--- config.mk ---
export PLATFORM = sky130hd
export DESIGN_NAME = vend_change_dispenser
export DESIGN_NICKNAME = d
export VERILOG_FILES = /design/src/rtl/vend_change_dispenser.sv
export SDC_FILE = /design/constraint.sdc
export NUM_CORES = 1
export LEC_CHECK = 0
export ABC_AREA = 1
export BUFFER_PORTS_ARGS = -buffer_cell sky130_fd_sc_hd__buf_2
export CORE_MARGIN = 4
export CORE_UTILIZATION = 56
export DETAILED_ROUTE_END_ITERATION = 6
export PLACE_DENSITY = 0.84
export SYNTH_ARGS = -nofsm -noshare
export SYNTH_HDL_FRONTEND = slang
export SYNTH_SLANG_ARGS = --single-unit
--- constraint.sdc ---
create_clock -name clk -period 2.1 [get_ports clk]
set_input_delay 0.42 -clock clk [delete_from_list [all_inputs] [get_ports clk]]
set_output_delay 0.42 -clock clk [all_outputs]
set_load 0.005 [all_outputs]
--- src/rtl/vend_change_dispenser.sv ---
// Payout controller: takes one settled transaction, releases the product if it
// was paid for, then returns change one coin at a time using greedy denominations.
module vend_change_dispenser #(
  parameter int CREDIT_W = 6
) (
  input  logic                clk,
  input  logic                rst,
  input  logic                req_valid,
  output logic                req_ready,
  input  logic [CREDIT_W-1:0] req_credit,
  input  logic [CREDIT_W-1:0] req_price,
  input  logic                req_cancel,
  input  logic [2:0]          hop_empty,
  output logic                coin_valid,
  output logic [1:0]          coin,
  input  logic                coin_ack,
  output logic                vend,
  output logic                done,
  output logic                short,
  output logic [CREDIT_W-1:0] owed
);

  localparam logic [2:0] S_IDLE = 3'd0;
  localparam logic [2:0] S_CALC = 3'd1;
  localparam logic [2:0] S_VEND = 3'd2;
  localparam logic [2:0] S_PAY  = 3'd3;
  localparam logic [2:0] S_WAIT = 3'd4;
  localparam logic [2:0] S_DONE = 3'd5;

  localparam logic [1:0] C_ONE  = 2'b00;
  localparam logic [1:0] C_TWO  = 2'b01;
  localparam logic [1:0] C_FIVE = 2'b10;

  function automatic logic [CREDIT_W-1:0] coin_value(input logic [1:0] c);
    case (c)
      C_FIVE:  coin_value = CREDIT_W'(5);
      C_TWO:   coin_value = CREDIT_W'(2);
      C_ONE:   coin_value = CREDIT_W'(1);
      default: coin_value = '0;
    endcase
  endfunction

  logic [2:0]          state_q, state_d;
  logic [CREDIT_W-1:0] credit_q, credit_d;
  logic [CREDIT_W-1:0] price_q, price_d;
  logic                cancel_q, cancel_d;
  logic [CREDIT_W-1:0] remaining_q, remaining_d;
  logic [1:0]          coin_q, coin_d;
  logic                short_q, short_d;
  logic [CREDIT_W-1:0] owed_q, owed_d;

  logic                purchase;
  logic [1:0]          pick_c;
  logic                pick_ok;

  assign purchase = !cancel_q && (credit_q >= price_q);

  // Greedy pick: largest denomination that is stocked and does not overpay.
  always_comb begin
    pick_c  = C_ONE;
    pick_ok = 1'b0;
    if (!hop_empty[2] && remaining_q >= coin_value(C_FIVE)) begin
      pick_c  = C_FIVE;
      pick_ok = 1'b1;
    end else if (!hop_empty[1] && remaining_q >= coin_value(C_TWO)) begin
      pick_c  = C_TWO;
      pick_ok = 1'b1;
    end else if (!hop_empty[0] && remaining_q >= coin_value(C_ONE)) begin
      pick_c  = C_ONE;
      pick_ok = 1'b1;
    end
  end

  always_comb begin
    state_d     = state_q;
    credit_d    = credit_q;
    price_d     = price_q;
    cancel_d    = cancel_q;
    remaining_d = remaining_q;
    coin_d      = coin_q;
    short_d     = short_q;
    owed_d      = owed_q;
    case (state_q)
      S_IDLE: begin
        if (req_valid) begin
          credit_d = req_credit;
          price_d  = req_price;
          cancel_d = req_cancel;
          short_d  = 1'b0;
          owed_d   = '0;
          state_d  = S_CALC;
        end
      end
      S_CALC: begin
        remaining_d = purchase ? (credit_q - price_q) : credit_q;
        state_d     = purchase ? S_VEND : S_PAY;
      end
      S_VEND: state_d = S_PAY;
      S_PAY: begin
        if (remaining_q == '0) begin
          state_d = S_DONE;
        end else if (pick_ok) begin
          coin_d  = pick_c;
          state_d = S_WAIT;
        end else begin
          // Hopper cannot make the remaining change; report the shortfall.
          short_d = 1'b1;
          owed_d  = remaining_q;
          state_d = S_DONE;
        end
      end
      S_WAIT: begin
        if (coin_ack) begin
          remaining_d = remaining_q - coin_value(coin_q);
          state_d     = S_PAY;
        end
      end
      S_DONE:  state_d = S_IDLE;
      default: state_d = S_IDLE;
    endcase
  end

  always_ff @(posedge clk or posedge rst) begin
    if (rst) begin
      state_q     <= S_IDLE;
      credit_q    <= '0;
      price_q     <= '0;
      cancel_q    <= 1'b0;
      remaining_q <= '0;
      coin_q      <= C_ONE;
      short_q     <= 1'b0;
      owed_q      <= '0;
    end else begin
      state_q     <= state_d;
      credit_q    <= credit_d;
      price_q     <= price_d;
      cancel_q    <= cancel_d;
      remaining_q <= remaining_d;
      coin_q      <= coin_d;
      short_q     <= short_d;
      owed_q      <= owed_d;
    end
  end

  assign req_ready  = (state_q == S_IDLE);
  assign coin_valid = (state_q == S_WAIT);
  assign coin       = coin_q;
  assign vend       = (state_q == S_VEND);
  assign done       = (state_q == S_DONE);
  assign short      = short_q;
  assign owed       = owed_q;

endmodule

==> flow_metrics.env, run 1 <==
export IMPL_grt_max_degree=32
export IMPL_diodes=0
export IMPL_start_util_pct=58.9
export IMPL_start_kind="flip-flop"
export IMPL_instances_no_fill=352
export IMPL_synthDistinctLibCells=29
export IMPL_cp_common_cell="nand2_1"
export IMPL_synth_warnings=0
export IMPL_power_mw=3.78
export IMPL_drive_gt1_share_pct=21.2
export IMPL_synthFlopType="dfrtp_1"
export IMPL_outcome="finished, final reports clean"
export IMPL_crit_slowest_cell="fa_1"
export IMPL_worst_path_max_fanout=8
export IMPL_finalClockSkew_ns=0.0165
export IMPL_cts_setup_buffers=0
export IMPL_via_per_inst=5.03
export IMPL_htreeDepth=2
export IMPL_timing_final_crit_share_pct=89.4
export IMPL_drc_errors=0
export IMPL_grt_pass1_wl_um=7110
export IMPL_p_leak_nw=1.29
export IMPL_fp_dieW_um=67.7
export IMPL_drt_iter0_drc=62
export IMPL_setup_viol_count_final=0
export IMPL_finalHoldViolCount=0
export IMPL_final_nets=337
export IMPL_cts_hold_buf=0
export IMPL_coreArea_um2=3390
export IMPL_layout_setup_ws_ns=0.223
export IMPL_cts_made_buffers=5
export IMPL_portBuffers=32
export IMPL_dieArea_um2=4590
export IMPL_antenna_found_initial=0
export IMPL_slew_violations=0
export IMPL_pre_cts_slack_ns=0.209
export IMPL_synth_edf_count=0
export IMPL_post_synth_cell_area_avg_um2=7.40
export IMPL_syn_area_um2=2000
export IMPL_grt_usage_pct=20.9
export IMPL_fillers=314
export IMPL_period_minus_slack_ns=1.88
export IMPL_path_class="reg -> reg"
export IMPL_timing_setup_tns_ns=0
export IMPL_cts_tree="done"
export IMPL_synthesis_nets=301
export IMPL_wl_per_cell_um=11.9
export IMPL_dp_hpwl_um=3190
export IMPL_cp_required_ns=2.33
export IMPL_post_cts_resized=0
export IMPL_dieHeight_um=67.7
export IMPL_max_freq_mhz=533
export IMPL_cts_buffer_depth=2
export IMPL_wirelength_um=4200
export IMPL_clk_pin_slew_ns=0.11
export IMPL_seq_area_frac_synth_pct=38.8
export IMPL_place_gp_congestion=0.828
export IMPL_worstPathCellList="inv_1 > ha_1 > inv_1 > fa_1 > inv_1 > nand2_1 > nand2_1 > nand3_2 > nand2_4 > inv_1 > nand3_1 > nand2_1 > nand2_1 > nand2_1"
export IMPL_end_kind="flip-flop"
export IMPL_ys_seq_elements=31
export IMPL_rsz0062_at_grt="no"
export IMPL_cts_sinks=31
export IMPL_critPathMaxStageDelay_ns=0.42
export IMPL_root_buffer="clkbuf_4"
export IMPL_powerDensity_nw_per_um2=1670
export IMPL_grt_pass1_vias=1683
export IMPL_area_growth_synth_to_final_pct=13.3
export IMPL_vias=1769
export IMPL_rows=21
export IMPL_ant_nets=0
export IMPL_async_flop_share_pct=100
export IMPL_dr_pass1_iters=4
export IMPL_overflow=0
export IMPL_hold_path_class="in -> async"
export IMPL_cap_violations=0
export IMPL_slew_limit_headroom_pct=65.1
export IMPL_ir_worst_vdd_mv=0.792
export IMPL_clk_latency_ns=0.34
export IMPL_cp_arrival_ns=2.11
export IMPL_placed_cells=345
export IMPL_hold_ws_ns=0.132
export IMPL_synth_cells=270
export IMPL_tightest_slew_ns=0.523
export IMPL_ios=33
through the flow:
step | instance area, µm² | utilization [%]
after floorplan | 2000 | -
after global placement | 2200 | 64.9
after detailed placement | 2200 | 64.9
after CTS | 2250 | 66.5
after global routing | 2260 | 66.7
final | 2260 | 66.7
power breakdown:
part	switching [mW]	internal, mW
Clock	0.203	0.155
Sequential	0.229	0.878
Combinational	1.43	0.884
Total	1.86	1.92
Yosys cell counts, types with 2 or more instances:
library cell	number	area, µm²
o22ai_1	2	12.5
nand3_2	6	60.1
nand3_1	24	120
nor2_2	3	18.8
fa_1	2	40.0
o21ai_0	16	80.1
nand2_2	3	18.8
nand2_1	79	297
buf_2	4	20.0
nor2_1	15	56.3
nor3_1	2	10.0
nand3b_1	2	15.0
inv_1	47	176
ha_1	9	113
nand4_1	3	18.8
o21ai_2	4	35.0
a21oi_1	7	35.0
dfrtp_1	31	776
cells in the final DEF, fill, tap and decap left out, types with 2 or more instances in the layout:
cell type	count
a21oi_1	7
fa_1	2
o21ai_0	16
inv_1	46
o21ai_2	4
nand3_1	24
nand3_2	6
nor2_1	15
clkbuf_4	5
nand3b_1	2
o22ai_1	2
ha_1	9
inv_2	2
nand2_2	3
nor2_2	3
nand4_1	3
nor3_1	2
buf_2	32
dfrtp_1	31
nand2_1	78
buf_4	2
worst max-delay path: cells and delay by family (launching register included):
kind                     cells  cell delay (ns)
flip-flops                   1             0.38
buffers and inverters        4             0.24
AND/OR/NAND/NOR              8             0.59
adder cells (fa/ha/maj)      2             0.56
metal layers:
layer,track usage [%],up-vias,wire length [µm]
li1,-,923,-
met1,26.0,806,1880
met5,0,-,0
met3,5.49,5,192
met2,34.8,35,2060
met4,7.59,0,64
cells by family after synthesis:
kind of cell               count (synthesis)  share of synthesized area [%]
and+or+nand+nor                          140                           32.0
buffers and inverters                     53                           10.6
AOI/OAI and AO/OA                         34                           10.5
DFF                                       31                           38.8
adders and majority gates                 11                           7.64
xor gates and xnor gates                   1                          0.439
final timing paths:
| path | from | to | slack (ns) | cells past startpoint |
|---|---|---|---|---|
| min in group clk | req_price[0] | price_q[0]$_DFFE_PP0P_ | 0.26 | 3 |
| worst min-delay path | rst | remaining_q[4]$_DFFE_PP0P_ | 0.13 | 3 |
| worst min register to register | short$_DFFE_PP0P_ | short$_DFFE_PP0P_ | 0.49 | 2 |
| worst max register to register | credit_q[0]$_DFFE_PP0P_ | remaining_q[5]$_DFFE_PP0P_ | 0.22 | 14 |
| worst max-delay path | credit_q[0]$_DFFE_PP0P_ | remaining_q[5]$_DFFE_PP0P_ | 0.22 | 14 |
| max in group asynchronous | rst | price_q[3]$_DFFE_PP0P_ | 1.67 | 3 |
state kept, by name (all words and copies together) (netlist names):
| name | flops |
|---|---|
| credit_q | 6 |
| owed | 6 |
| price_q | 6 |
| remaining_q | 6 |
| state_q | 3 |
| coin | 2 |
| cancel_q | 1 |
| short | 1 |
cell type report:
class | count | area [µm²] | share of cell area (%)
flip-flops and latches | 31 | 776 | 34.3
clock buffers | 6 | 51.3 | 2.27
well taps | 46 | 57.6 | 2.54
clock inverters | 1 | 5.00 | 0.221
inverters | 48 | 180 | 7.96
repair buffers | 34 | 175 | 7.74
multi-input cells | 186 | 1020 | 45.0
Note: power is estimated with default switching activity, not from simulation.
==> run 2, diff against run 1 <==
- RECOVER_POWER: unset -> 25
- clock period: 2.1 -> 2.02 ns (I/O delays scaled with it)
==> flow_metrics.env, run 2 (synthesis results as in run 1) <==
export IMPL_rows=21
export IMPL_timing_setup_tns_ns=0
export IMPL_dp_hpwl_um=3210
export IMPL_rsz0062_at_grt="yes"
export IMPL_grt_pass1_vias=1617
export IMPL_timing_final_crit_share_pct=89.9
export IMPL_pwr_share_clk_pct=9.1
export IMPL_slew_limit_headroom_pct=-7.89
export IMPL_dr_pass1_iters=5
export IMPL_layout_common_cells="nand2_1 (78), inv_1 (46), buf_2 (32)"
export IMPL_cts_buffer_depth=2
export IMPL_wirelength_um=4020
export IMPL_hold_path_class="in -> reg"
export IMPL_hold_start="req_price[0]"
export IMPL_cts_tree="done"
export IMPL_grt_max_degree=32
export IMPL_clk_pin_slew_ns=0.09
export IMPL_ios=33
export IMPL_cp_arrival_ns=2.07
export IMPL_ir_worst_vdd_mv=0.862
export IMPL_cp_required_ns=2.28
export IMPL_violations="capacitance limit, slew limit"
export IMPL_antenna_found_initial=0
export IMPL_overflow=0
export IMPL_pwr_share_comb_pct=61.7
export IMPL_via_per_inst=5.00
export IMPL_drc_errors=0
export IMPL_vias=1760
export IMPL_place_area_um2=2200
export IMPL_r2r_start="remaining_q[0]$_DFFE_PP0P_"
export IMPL_postLayoutCoreUtil_pct=66.9
export IMPL_ant_nets=0
export IMPL_cts_sinks=31
export IMPL_path_class="reg -> reg"
export IMPL_clk_latency_ns=0.32
export IMPL_cp_startpoint="remaining_q[0]$_DFFE_PP0P_"
export IMPL_tightest_slew_ns=1.62
export IMPL_design_area_um2=2270
export IMPL_pre_cts_slack_ns=0.117
export IMPL_layout_commonest_cell="nand2_1"
export IMPL_slew_violations=32
export IMPL_final_nets=337
export IMPL_grt_usage_pct=20.3
export IMPL_start_util_pct=58.9
export IMPL_period_minus_slack_ns=1.82
export IMPL_outcome="complete, but fails checks"
export IMPL_fp_dieW_um=67.7
export IMPL_placed_cells=345
export IMPL_swShare_pct=48.7
export IMPL_p_int_mw=2.01
export IMPL_setup_viol_count_final=0
export IMPL_worst_path_max_fanout=3
export IMPL_diodes=0
export IMPL_hold_ws_ns=0.272
export IMPL_wl_per_cell_um=11.4
export IMPL_portBuffers=32
export IMPL_pwr_share_seq_pct=29.2
export IMPL_grt_pass1_wl_um=6950
export IMPL_finalClockSkew_ns=0.0111
export IMPL_dieArea_um2=4590
export IMPL_dieHeight_um=67.7
export IMPL_layout_setup_ws_ns=0.204
export IMPL_place_gp_congestion=0.828
export IMPL_drive_gt1_share_pct=21.2
export IMPL_cap_violations=1
export IMPL_switching_power_mw=1.91
export IMPL_fillers=287
export IMPL_cts_hold_buf=0
export IMPL_area_growth_synth_to_final_pct=13.6
export IMPL_drt_iter0_drc=58
export IMPL_max_freq_mhz=551
export IMPL_power_mw=3.92
export IMPL_instances_no_fill=352
export IMPL_root_buffer="clkbuf_4"
export IMPL_finalHoldViolCount=0
export IMPL_powerDensity_nw_per_um2=1730
export IMPL_end_kind="flip-flop"
export IMPL_p_leak_nw=1.28
export IMPL_htreeDepth=2
export IMPL_start_kind="flip-flop"
export IMPL_cts_made_buffers=5
export IMPL_coreArea_um2=3390
[run 2: final timing paths]
kind,to,slack [ns],depth (start not counted)
min in group asynchronous,remaining_q[4]$_DFFE_PP0P_,0.63,3
hold / removal,price_q[0]$_DFFE_PP0P_,0.27,3
setup reg to reg,remaining_q[4]$_DFFE_PP0P_,0.20,10
hold reg to reg,price_q[0]$_DFFE_PP0P_,0.50,2
setup / recovery,remaining_q[4]$_DFFE_PP0P_,0.20,10
max in group asynchronous,state_q[0]$_DFFE_PP0P_,0.46,3
[run 2: cell type report]
cell class	count	area (µm²)	share of cell area (%)
tap	46	57.6	2.54
sequential	31	776	34.2
inverter	48	180	7.94
clock inverter	1	5.00	0.221
clock buffer	6	51.3	2.26
multi-input combinational	186	1030	45.3
timing repair buffer	34	171	7.56
[run 2: timing repair]
item | CTS | global route
endpoints found under the setup margin | 1 | 8
setup buffers | 0 | 0
pin swaps | 0 | 1
resized for setup | 1 | 4
[run 2: power by group through the flow]
stage	registers (mW)	logic (mW)	clock network (mW)
floorplan	1.11	1.85	0
global placement	1.15	2.27	0
detailed placement	1.15	2.37	0
CTS	1.14	2.38	0.372
global route	1.18	2.83	0.390
finish	1.15	2.42	0.357
[run 2: per-layer routing]
layer  GRT usage, %  share of wire [%]
met1           25.6                 45
met2           34.1                 50
met3           3.49                4.3
met4           8.35                1.1
met5              0                  0
[run 2: worst max-delay path: stages, from the launching register on]
cell,delay (ns)
dfrtp_1,0.39
inv_1,0.09
ha_1,0.22
fa_1,0.39
nor2_1,0.18
nor2_1,0.09
nand2_1,0.06
nand2_1,0.05
o21ai_1,0.11
inv_1,0.05
a21oi_1,0.12
==> run 3, diff against run 2 <==
- clock period: 2.02 -> 1.7 ns (I/O delays scaled with it)
==> flow_metrics.env, run 3 (synthesis results as in run 1) <==
export IMPL_placed_cells=350
export IMPL_dp_hpwl_um=3200
export IMPL_overflow=0
export IMPL_path_class="reg -> reg"
export IMPL_fp_dieW_um=67.7
export IMPL_place_gp_congestion=0.860
export IMPL_ant_nets=0
export IMPL_violations="setup timing"
export IMPL_cts_made_buffers=5
export IMPL_finalClockSkew_ns=0.0133
export IMPL_cts_hold_buf=0
export IMPL_max_freq_mhz=559
export IMPL_ir_worst_vdd_mv=1.43
export IMPL_grt_max_degree=32
export IMPL_cts_tree="done"
export IMPL_layout_common_cells="nand2_1 (74), inv_1 (42), buf_2 (32)"
export IMPL_diodes=0
export IMPL_drc_errors=0
export IMPL_drt_iter0_drc=103
export IMPL_portBuffers=32
export IMPL_worst_path_max_fanout=6
export IMPL_clk_latency_ns=0.35
export IMPL_end_kind="flip-flop"
export IMPL_multi_input_area_um2=1150
export IMPL_p_leak_nw=1.36
export IMPL_htreeDepth=2
export IMPL_fillers=240
export IMPL_grt_pass1_wl_um=7240
export IMPL_start_util_pct=58.9
export IMPL_setup_viol_count_final=7
export IMPL_hold_ws_ns=0.178
export IMPL_tightest_slew_ns=0.758
export IMPL_ios=33
export IMPL_vias=1924
export IMPL_wl_per_cell_um=13.2
export IMPL_layout_setup_ws_ns=-0.0879
export IMPL_final_seq_area_um2=776
export IMPL_dr_pass1_iters=5
export IMPL_cap_violations=0
export IMPL_timing_setup_tns_ns=-0.381
export IMPL_drive_gt1_share_pct=31.0
export IMPL_cts_sinks=31
export IMPL_power_mw=5.49
export IMPL_cts_buffer_depth=2
export IMPL_postLayoutCoreUtil_pct=73.1
export IMPL_outcome="complete, but fails checks"
export IMPL_rows=21
export IMPL_dieArea_um2=4590
export IMPL_dieHeight_um=67.7
export IMPL_clk_pin_slew_ns=0.10
export IMPL_instances_no_fill=362
export IMPL_coreArea_um2=3390
export IMPL_root_buffer="clkbuf_4"
export IMPL_slew_violations=0
export IMPL_cp_arrival_ns=2.07
export IMPL_period_minus_slack_ns=1.79
export IMPL_final_nets=346
export IMPL_via_per_inst=5.31
export IMPL_area_growth_synth_to_final_pct=24.0
export IMPL_finalHoldViolCount=0
export IMPL_grt_usage_pct=21.2
export IMPL_rsz0062_at_grt="yes"
export IMPL_timing_final_crit_share_pct=105
export IMPL_wirelength_um=4780
export IMPL_layout_commonest_cell="nand2_1"
export IMPL_slew_limit_headroom_pct=49.5
export IMPL_antenna_found_initial=0
export IMPL_hold_path_class="in -> reg"
export IMPL_grt_pass1_vias=1665
export IMPL_start_kind="flip-flop"
export IMPL_powerDensity_nw_per_um2=2220
export IMPL_cp_required_ns=1.98
## run 3: changes by cell type in the layout (fill, tap and decap cells not counted), moves of 3 or more
cell	delta
nand2_1	-4
inv_1	-4
ha_1	-5
nand3_2	+5
nand2_2	+3
ha_4	+5
inv_2	+4
nand3_1	-5
buf_4	+9
## run 3: area by class of cell
type                            instances  share of cell area [%]
Clock buffer                            8                    2.78
Inverter                               48                    7.28
Sequential cell                        31                    31.3
Multi-Input combinational cell        186                    46.6
Tap cell                               46                    2.32
Timing Repair Buffer                   43                    9.70
## run 3: metrics by stage
| step | area [µm²] | setup WS, ns |
|---|---|---|
| global route | 2480 | -0.209 |
| detailed placement | 2240 | -0.121 |
| finish | 2480 | -0.0879 |
| floorplan | 2000 | 0.00346 |
| CTS | 2370 | -0.0313 |
| global placement | 2240 | -0.0402 |
## run 3: critical path, cell delays in order (launching register included)
cell and delay, ns:
dfrtp_1 0.40, inv_2 0.08, ha_4 0.13, inv_2 0.04
fa_2 0.34, inv_2 0.06, nand2_2 0.05, nand2_2 0.08
nand3_4 0.12, buf_4 0.17, nand3b_1 0.06, nand3_1 0.07
a21oi_1 0.11
## run 3: worst paths after layout
kind,cells past startpoint,slack [ns],end,startpoint
max,12,-0.09,remaining_q[1]$_DFFE_PP0P_,credit_q[0]$_DFFE_PP0P_
min,3,0.18,credit_q[3]$_DFFE_PP0P_,req_credit[3]
max reg2reg,12,-0.09,remaining_q[1]$_DFFE_PP0P_,credit_q[0]$_DFFE_PP0P_
min reg2reg,2,0.49,short$_DFFE_PP0P_,short$_DFFE_PP0P_
max in group asynchronous,3,1.02,owed[4]$_DFFE_PP0P_,rst
min in group asynchronous,3,0.19,remaining_q[1]$_DFFE_PP0P_,rst
## run 3: what timing repair did
| item | 4_1_cts | 5_1_grt |
|---|---|---|
| pin swaps | 9 | 8 |
| buffers inserted | 2 | 2 |
| hold endpoints to repair | 0 | 0 |
| resized for setup | 13 | 18 |
| setup endpoints to repair | 8 | 13 |
## run 3: metal layers
| layer | GRT usage, % | wire (µm) | up-vias |
|---|---|---|---|
| met5 | 0 | 0 | - |
| met4 | 6.84 | 104 | 0 |
| met3 | 5.66 | 276 | 11 |
| met2 | 36.0 | 2330 | 55 |
| met1 | 26.0 | 2060 | 914 |
| li1 | - | - | 944 |
## run 3: power breakdown
part | internal [mW] | switching, mW | total, mW
Sequential | 1.08 | 0.308 | 1.39
Clock | 0.243 | 0.260 | 0.503
Combinational | 1.48 | 2.11 | 3.59
